**src/rtl/wb_arb_pkg.sv**
```systemverilog
// -----------------------------------------------------------------------------
// wb_arb_pkg
// Shared definitions for the two-master Wishbone B4 classic arbiter.
//   - WB_AW / WB_DW : widest address / data the master bundle can carry;
//                     the arbiter's AW and DW parameters must not exceed them.
//   - ARB_*         : arbiter FSM state encodings.
//   - wb_master_t   : one master's request bundle (cyc, stb, we, sel, adr, dat).
// -----------------------------------------------------------------------------
package wb_arb_pkg;

   localparam int WB_AW = 30;
   localparam int WB_DW = 32;

   localparam logic [1:0] ARB_IDLE = 2'd0;
   localparam logic [1:0] ARB_OWN0 = 2'd1;
   localparam logic [1:0] ARB_OWN1 = 2'd2;

   typedef struct packed {
      logic             cyc;
      logic             stb;
      logic             we;
      logic [3:0]       sel;
      logic [WB_AW-1:0] adr;
      logic [WB_DW-1:0] dat;
   } wb_master_t;

endpackage

```
**src/rtl/wb_watchdog.sv**
```systemverilog
// -----------------------------------------------------------------------------
// wb_watchdog
// Counts consecutive cycles in which the bus owner strobes without any slave
// response and pulses o_fire on the TIMEOUT-th such cycle.
//   i_clk   : system clock
//   i_rst   : synchronous, active-high reset
//   i_clear : forces the count to zero (bus idle)
//   i_stb   : owner's strobe
//   i_ack   : slave acknowledge
//   i_err   : slave error
//   o_fire  : one-cycle pulse, combinational in the cycle the limit is hit
// -----------------------------------------------------------------------------
module wb_watchdog #(
   parameter int TIMEOUT = 255,
   parameter int TO_BITS = 8
) (
   input  logic i_clk,
   input  logic i_rst,
   input  logic i_clear,
   input  logic i_stb,
   input  logic i_ack,
   input  logic i_err,
   output logic o_fire
);

   // r_count holds the number of stalled cycles already completed, so the
   // current cycle is the TIMEOUT-th stalled one when r_count == TIMEOUT-1.
   localparam logic [TO_BITS-1:0] LAST_STALL = TO_BITS'(TIMEOUT - 1);

   logic [TO_BITS-1:0] r_count;
   logic               w_stall;

   // A real response in the same cycle is not a stall, so it also blocks firing.
   assign w_stall = i_stb & ~i_ack & ~i_err & ~i_clear;
   assign o_fire  = w_stall & (r_count == LAST_STALL);

   // NOTE: sequential state uses non-blocking assignments so every register
   // samples the pre-edge values regardless of block ordering.
   always_ff @(posedge i_clk) begin
      if (i_rst || !w_stall || o_fire) begin
         r_count <= '0;
      end else begin
         r_count <= r_count + TO_BITS'(1);
      end
   end

endmodule

```
**src/rtl/wb_arbiter2.sv**
```systemverilog
// -----------------------------------------------------------------------------
// wb_arbiter2
// Two-master Wishbone B4 classic arbiter with round-robin grant per bus cycle
// and a watchdog that terminates strobes no slave answers.
//   clk_i, rst_i            : clock, synchronous active-high reset
//   m0_* / m1_*             : master ports (cyc, stb, we, sel, adr, dat in;
//                             dat, ack, err out)
//   s_cyc_o .. s_dat_o      : shared bus request, copy of the owner
//   s_dat_i, s_ack_i, s_err_i : shared bus response, routed to the owner only
//   gnt_o                   : one-hot owner, 00 when idle
//   timeout_o               : one-cycle pulse when the watchdog fires
// AW and DW must not exceed WB_AW / WB_DW from wb_arb_pkg.
// -----------------------------------------------------------------------------
module wb_arbiter2
   import wb_arb_pkg::*;
#(
   parameter int AW      = 30,
   parameter int DW      = 32,
   parameter int TIMEOUT = 255,
   parameter int TO_BITS = 8
) (
   input  logic          clk_i,
   input  logic          rst_i,
   // master 0 (CPU)
   input  logic          m0_cyc_i,
   input  logic          m0_stb_i,
   input  logic          m0_we_i,
   input  logic [3:0]    m0_sel_i,
   input  logic [AW-1:0] m0_adr_i,
   input  logic [DW-1:0] m0_dat_i,
   output logic [DW-1:0] m0_dat_o,
   output logic          m0_ack_o,
   output logic          m0_err_o,
   // master 1 (DMA / fetch engine)
   input  logic          m1_cyc_i,
   input  logic          m1_stb_i,
   input  logic          m1_we_i,
   input  logic [3:0]    m1_sel_i,
   input  logic [AW-1:0] m1_adr_i,
   input  logic [DW-1:0] m1_dat_i,
   output logic [DW-1:0] m1_dat_o,
   output logic          m1_ack_o,
   output logic          m1_err_o,
   // shared bus
   output logic          s_cyc_o,
   output logic          s_stb_o,
   output logic          s_we_o,
   output logic [3:0]    s_sel_o,
   output logic [AW-1:0] s_adr_o,
   output logic [DW-1:0] s_dat_o,
   input  logic [DW-1:0] s_dat_i,
   input  logic          s_ack_i,
   input  logic          s_err_i,
   // status
   output logic [1:0]    gnt_o,
   output logic          timeout_o
);

   logic [1:0]  r_state;
   logic        r_last;      // master that won the most recent grant
   logic [1:0]  w_state_nxt;
   logic        w_last_nxt;
   logic        w_own0;
   logic        w_own1;
   logic        w_fire;
   wb_master_t  w_m0;
   wb_master_t  w_m1;
   wb_master_t  w_own;

   assign w_m0 = '{cyc: m0_cyc_i, stb: m0_stb_i, we: m0_we_i, sel: m0_sel_i,
                   adr: WB_AW'(m0_adr_i), dat: WB_DW'(m0_dat_i)};
   assign w_m1 = '{cyc: m1_cyc_i, stb: m1_stb_i, we: m1_we_i, sel: m1_sel_i,
                   adr: WB_AW'(m1_adr_i), dat: WB_DW'(m1_dat_i)};

   assign w_own0 = (r_state == ARB_OWN0);
   assign w_own1 = (r_state == ARB_OWN1);

   // NOTE: every signal driven in always_comb gets a default first, so no
   // path can leave it unassigned and infer a latch.
   always_comb begin
      w_own = '0;
      if (w_own0) begin
         w_own = w_m0;
      end else if (w_own1) begin
         w_own = w_m1;
      end
   end

   wb_watchdog #(
      .TIMEOUT (TIMEOUT),
      .TO_BITS (TO_BITS)
   ) u_watchdog (
      .i_clk   (clk_i),
      .i_rst   (rst_i),
      .i_clear (r_state == ARB_IDLE),
      .i_stb   (w_own.stb),
      .i_ack   (s_ack_i),
      .i_err   (s_err_i),
      .o_fire  (w_fire)
   );

   // Shared bus: copy of the owner; a watchdog hit drops cyc/stb that cycle.
   assign s_cyc_o = w_own.cyc & ~w_fire;
   assign s_stb_o = w_own.stb & ~w_fire;
   assign s_we_o  = w_own.we;
   assign s_sel_o = w_own.sel;
   assign s_adr_o = AW'(w_own.adr);
   assign s_dat_o = DW'(w_own.dat);

   // Response return: owner only; the watchdog terminates with err.
   assign m0_ack_o = w_own0 & s_ack_i;
   assign m0_err_o = w_own0 & (s_err_i | w_fire);
   assign m0_dat_o = w_own0 ? s_dat_i : '0;
   assign m1_ack_o = w_own1 & s_ack_i;
   assign m1_err_o = w_own1 & (s_err_i | w_fire);
   assign m1_dat_o = w_own1 ? s_dat_i : '0;

   assign gnt_o     = {w_own1, w_own0};
   assign timeout_o = w_fire;

   // Grants come only from IDLE, so every tenure is followed by one idle
   // cycle. r_last tracks every winner, contended or not, which keeps the
   // alternation fair.
   always_comb begin
      w_state_nxt = r_state;
      w_last_nxt  = r_last;
      case (r_state)
         ARB_IDLE: begin
            if (m0_cyc_i && (!m1_cyc_i || r_last)) begin
               w_state_nxt = ARB_OWN0;
               w_last_nxt  = 1'b0;
            end else if (m1_cyc_i) begin
               w_state_nxt = ARB_OWN1;
               w_last_nxt  = 1'b1;
            end
         end
         ARB_OWN0: begin
            if (!m0_cyc_i || w_fire) w_state_nxt = ARB_IDLE;
         end
         ARB_OWN1: begin
            if (!m1_cyc_i || w_fire) w_state_nxt = ARB_IDLE;
         end
         default: w_state_nxt = ARB_IDLE;
      endcase
   end

   // r_last resets to 1 so master 0 wins the first contention.
   always_ff @(posedge clk_i) begin
      if (rst_i) begin
         r_state <= ARB_IDLE;
         r_last  <= 1'b1;
      end else begin
         r_state <= w_state_nxt;
         r_last  <= w_last_nxt;
      end
   end

endmodule

```
**config.mk**
```make
export PLATFORM = sky130hd
export DESIGN_NAME = wb_arbiter2
export DESIGN_NICKNAME = d
export VERILOG_FILES = /design/src/rtl/wb_arb_pkg.sv /design/src/rtl/wb_watchdog.sv /design/src/rtl/wb_arbiter2.sv
export SDC_FILE = /design/constraint.sdc
export NUM_CORES = 1
export LEC_CHECK = 0
export CELL_PAD_IN_SITES_DETAIL_PLACEMENT = 1
export CELL_PAD_IN_SITES_GLOBAL_PLACEMENT = 2
export CORE_MARGIN = 5
export CORE_UTILIZATION = 10
export DETAILED_ROUTE_END_ITERATION = 10
export PLACE_DENSITY = 0.95
export SYNTH_ARGS = -nofsm -noshare
export SYNTH_HDL_FRONTEND = slang
export SYNTH_SLANG_ARGS = --single-unit
```
**constraint.sdc**
```tcl
create_clock -name clk_i -period 1.7 [get_ports clk_i]
set_clock_uncertainty 0.15 [all_clocks]
set_input_delay 0.34 -clock clk_i [delete_from_list [all_inputs] [get_ports clk_i]]
set_output_delay 0.34 -clock clk_i [all_outputs]
set_load 0.005 [all_outputs]
```
==> flow_summary.toml, run 1 <==
[run_status]
outcome = "finished with violations"
violations = "setup timing"

[floorplanning]
die_area_mm2 = 0.02002
start_util_pct = 10.10
pin_count = 314
fp.dieH_um = 141.5
rows = 48
fp.dieW_um = 141.5
core_area_mm2 = 0.01712

[placement]
io_buffers = 313
placed_area_mm2 = 0.005271
dp.final_hpwl_um = 12540
gp_congestion = 0.8864
pre_cts_ws_ns = -0.9464

[yosys]
ys_ff_latch = 11
async_flop_share_pct = 0
yosysWarnings = 0
synth_top_area_share_pct = 33.94
avgSynthCellArea_um2 = 7.651
synth-edff-count = 0
synth_top_area_cell = "a22o_1"
synth-main-ff-cell = "dfxtp_1"
yosysUniqueCellTypes = 32
synth.most_common_cell = "a22o_1"
synth_area_leaders = "a22o_1 34%, and2_1 24%, dfxtp_1 13%"
synthCells = 226
synth-seq-area-share_pct = 12.74
synthesis.area_mm2 = 0.001729
ys_top_cells_by_count = "67 x a22o_1, 66 x and2_1, 15 x buf_2"
synth_fp_nets = 402

[clock_network]
root_buffer = "clkbuf_16"
numCtsBuffers = 3
clk_path_buf_depth = 2
cts.sinks = 11
hold_buffers = 0
h-tree-depth = 1
tritoncts = "yes"
clk_latency_ns = 0.24
clk_pin_slew_ns = 0.04

[sta]
report.final.slew_viol_count = 0
relSlewSlack_pct = 68.42
finalSetupViolCount = 148
min_period_ns = 2.136
max_freq_mhz = 468.1
fin_tns_setup_ns = -40.39
setup_slack_ns = -0.4364
rsz0062_at_grt = "yes"
tightest_slew_ns = 0.4732
finalCritPeriodShare_pct = 125.7
hold_viol = 0

[global_routing]
grt_max_degree = 28
grt_pass1_wl_um = 26480
grt_pass1_vias = 3943
overflow = 0
antenna_found_initial = 0
grt_use_total_pct = 17.44

[worst_setup_path]
cp-startpoint = "r_state[0]$_SDFFE_PP0P_"
reg2reg_from = "r_state[0]$_SDFFE_PP0P_"
arrival_ns = 1.65
required_ns = 1.21
critical_path_class = "reg2out"
worst_setup_path_start_kind = "flip-flop"
timing.critical_path.to_type = "output port"
cp_max_fo = 3

[final_layout]
drive_gt1_share_pct = 54.00
num_antenna_cells = 0
area_delta_synth_final_pct = 279.4
final_nets = 790
fillers = 1923
final_cell_area_mm2 = 0.006561

[routing]
wl_um = 19500
vias_per_cell = 4.234
ant_nets = 0
drt_pass1_iterations = 4
wl_per_cell_um = 23.27
num_vias = 3548
drtIter0Drc = 112
drc = 0

[pwr]
ir_drop_uv = 288.7
p_leak_nw = 2.967
powerDensity_mw_per_mm2 = 374.2

[hold_path]
holdCritPathClass = "reg2reg"
min_from = "u_watchdog.r_count[1]$_SDFF_PP0_"

[job]
drv_cap = 0
==> logic make-up after synthesis <==
family                     after synthesis  synth area share [%]
AOI/OAI and AO/OA                       85                 41.68
buffers and inverters                   28                 7.597
and+or+nand+nor                         97                 35.02
xor gates and xnor gates                 3                 1.520
DFF                                     11                 12.74
adders and majority gates                2                 1.447
==> routing by layer <==
layer  part of all wire, %  up-vias  global-route usage, %
li1                      -     1624                      -
met1                    39     1724                  21.48
met2                    51      181                  31.33
met3                   7.6       19                  3.910
met4                   1.7        0                  3.232
met5                     0        -                      0
==> report_power, final <==
group	switching, mW	internal (mW)	total (mW)
Clock	0.125	0.316	0.441
Combinational	0.601	1.14	1.74
Sequential	0.00797	0.263	0.271
==> path summary, 6_finish.rpt <==
kind	to	slack [ns]	cells past startpoint
setup / recovery	s_cyc_o	-0.44	7
hold / removal	u_watchdog.r_count[1]$_SDFF_PP0_	0.39	2
setup reg to reg	u_watchdog.r_count[5]$_SDFF_PP0_	-0.11	7
hold reg to reg	u_watchdog.r_count[1]$_SDFF_PP0_	0.39	2
==> registers in the layout, indices dropped and copies added (netlist names) <==
| register | flops |
|---|---|
| u_watchdog.r_count | 8 |
| r_state | 2 |
| r_last | 1 |
==> layout by cell type (no fill, tap or decap), types with 7 or more instances in the layout <==
cell type | netlist | layout
clkdlybuf4s50_1 | 0 | 169
and2_4 | 0 | 66
buf_4 | 2 | 26
buf_6 | 0 | 100
buf_12 | 0 | 17
a22o_1 | 67 | 66
dfxtp_1 | 11 | 7
buf_16 | 0 | 14
buf_2 | 15 | 66
buf_8 | 0 | 9
==> critical path: stages (launching register included) <==
cell and delay [ns]:
dfxtp_4 0.34, buf_6 0.12, nand3b_4 0.16, a2111oi_4 0.34
buf_4 0.18, buf_6 0.10, nor2_4 0.03, buf_2 0.13
==> timing repair <==
| item | CTS | global route |
|---|---|---|
| endpoints found under the hold margin | 0 | 0 |
| setup endpoints to repair | 150 | 148 |
| resized for setup | 724 | 74 |
| cloned | 19 | 3 |
| buffers inserted | 46 | 17 |
| pin swaps | 98 | 29 |
==> per-stage QoR <==
step	hold slack (ns)	util, %	std cells	power [mW]
6_report	0.3914	38.33	838	2.455
5_1_grt	0.4091	38.33	838	2.563
4_1_cts	0.3938	36.99	829	2.407
3_5_place_dp	0.3873	30.80	760	1.547
3_3_place_gp	0.3806	30.80	760	1.529
2_1_floorplan	0.2950	-	226	0.6015
==> cell type report <==
class                           instances  area, um2  area share [%]
Clock buffer                            4      78.83           1.201
Tap cell                              225      281.5           4.291
Sequential cell                        11      232.7           3.547
Inverter                                3      11.26          0.1716
Timing Repair Buffer                  408       4295           65.47
Multi-Input combinational cell        187       1662           25.32
(Power assumes the default switching activity.)
==> run 2, diff against run 1 <==
CTS_CLUSTER_DIAMETER = 80   (was not set)
==> results of run 2 <==
Same layout as run 1: the final DEF is identical, and so are final timing and power.
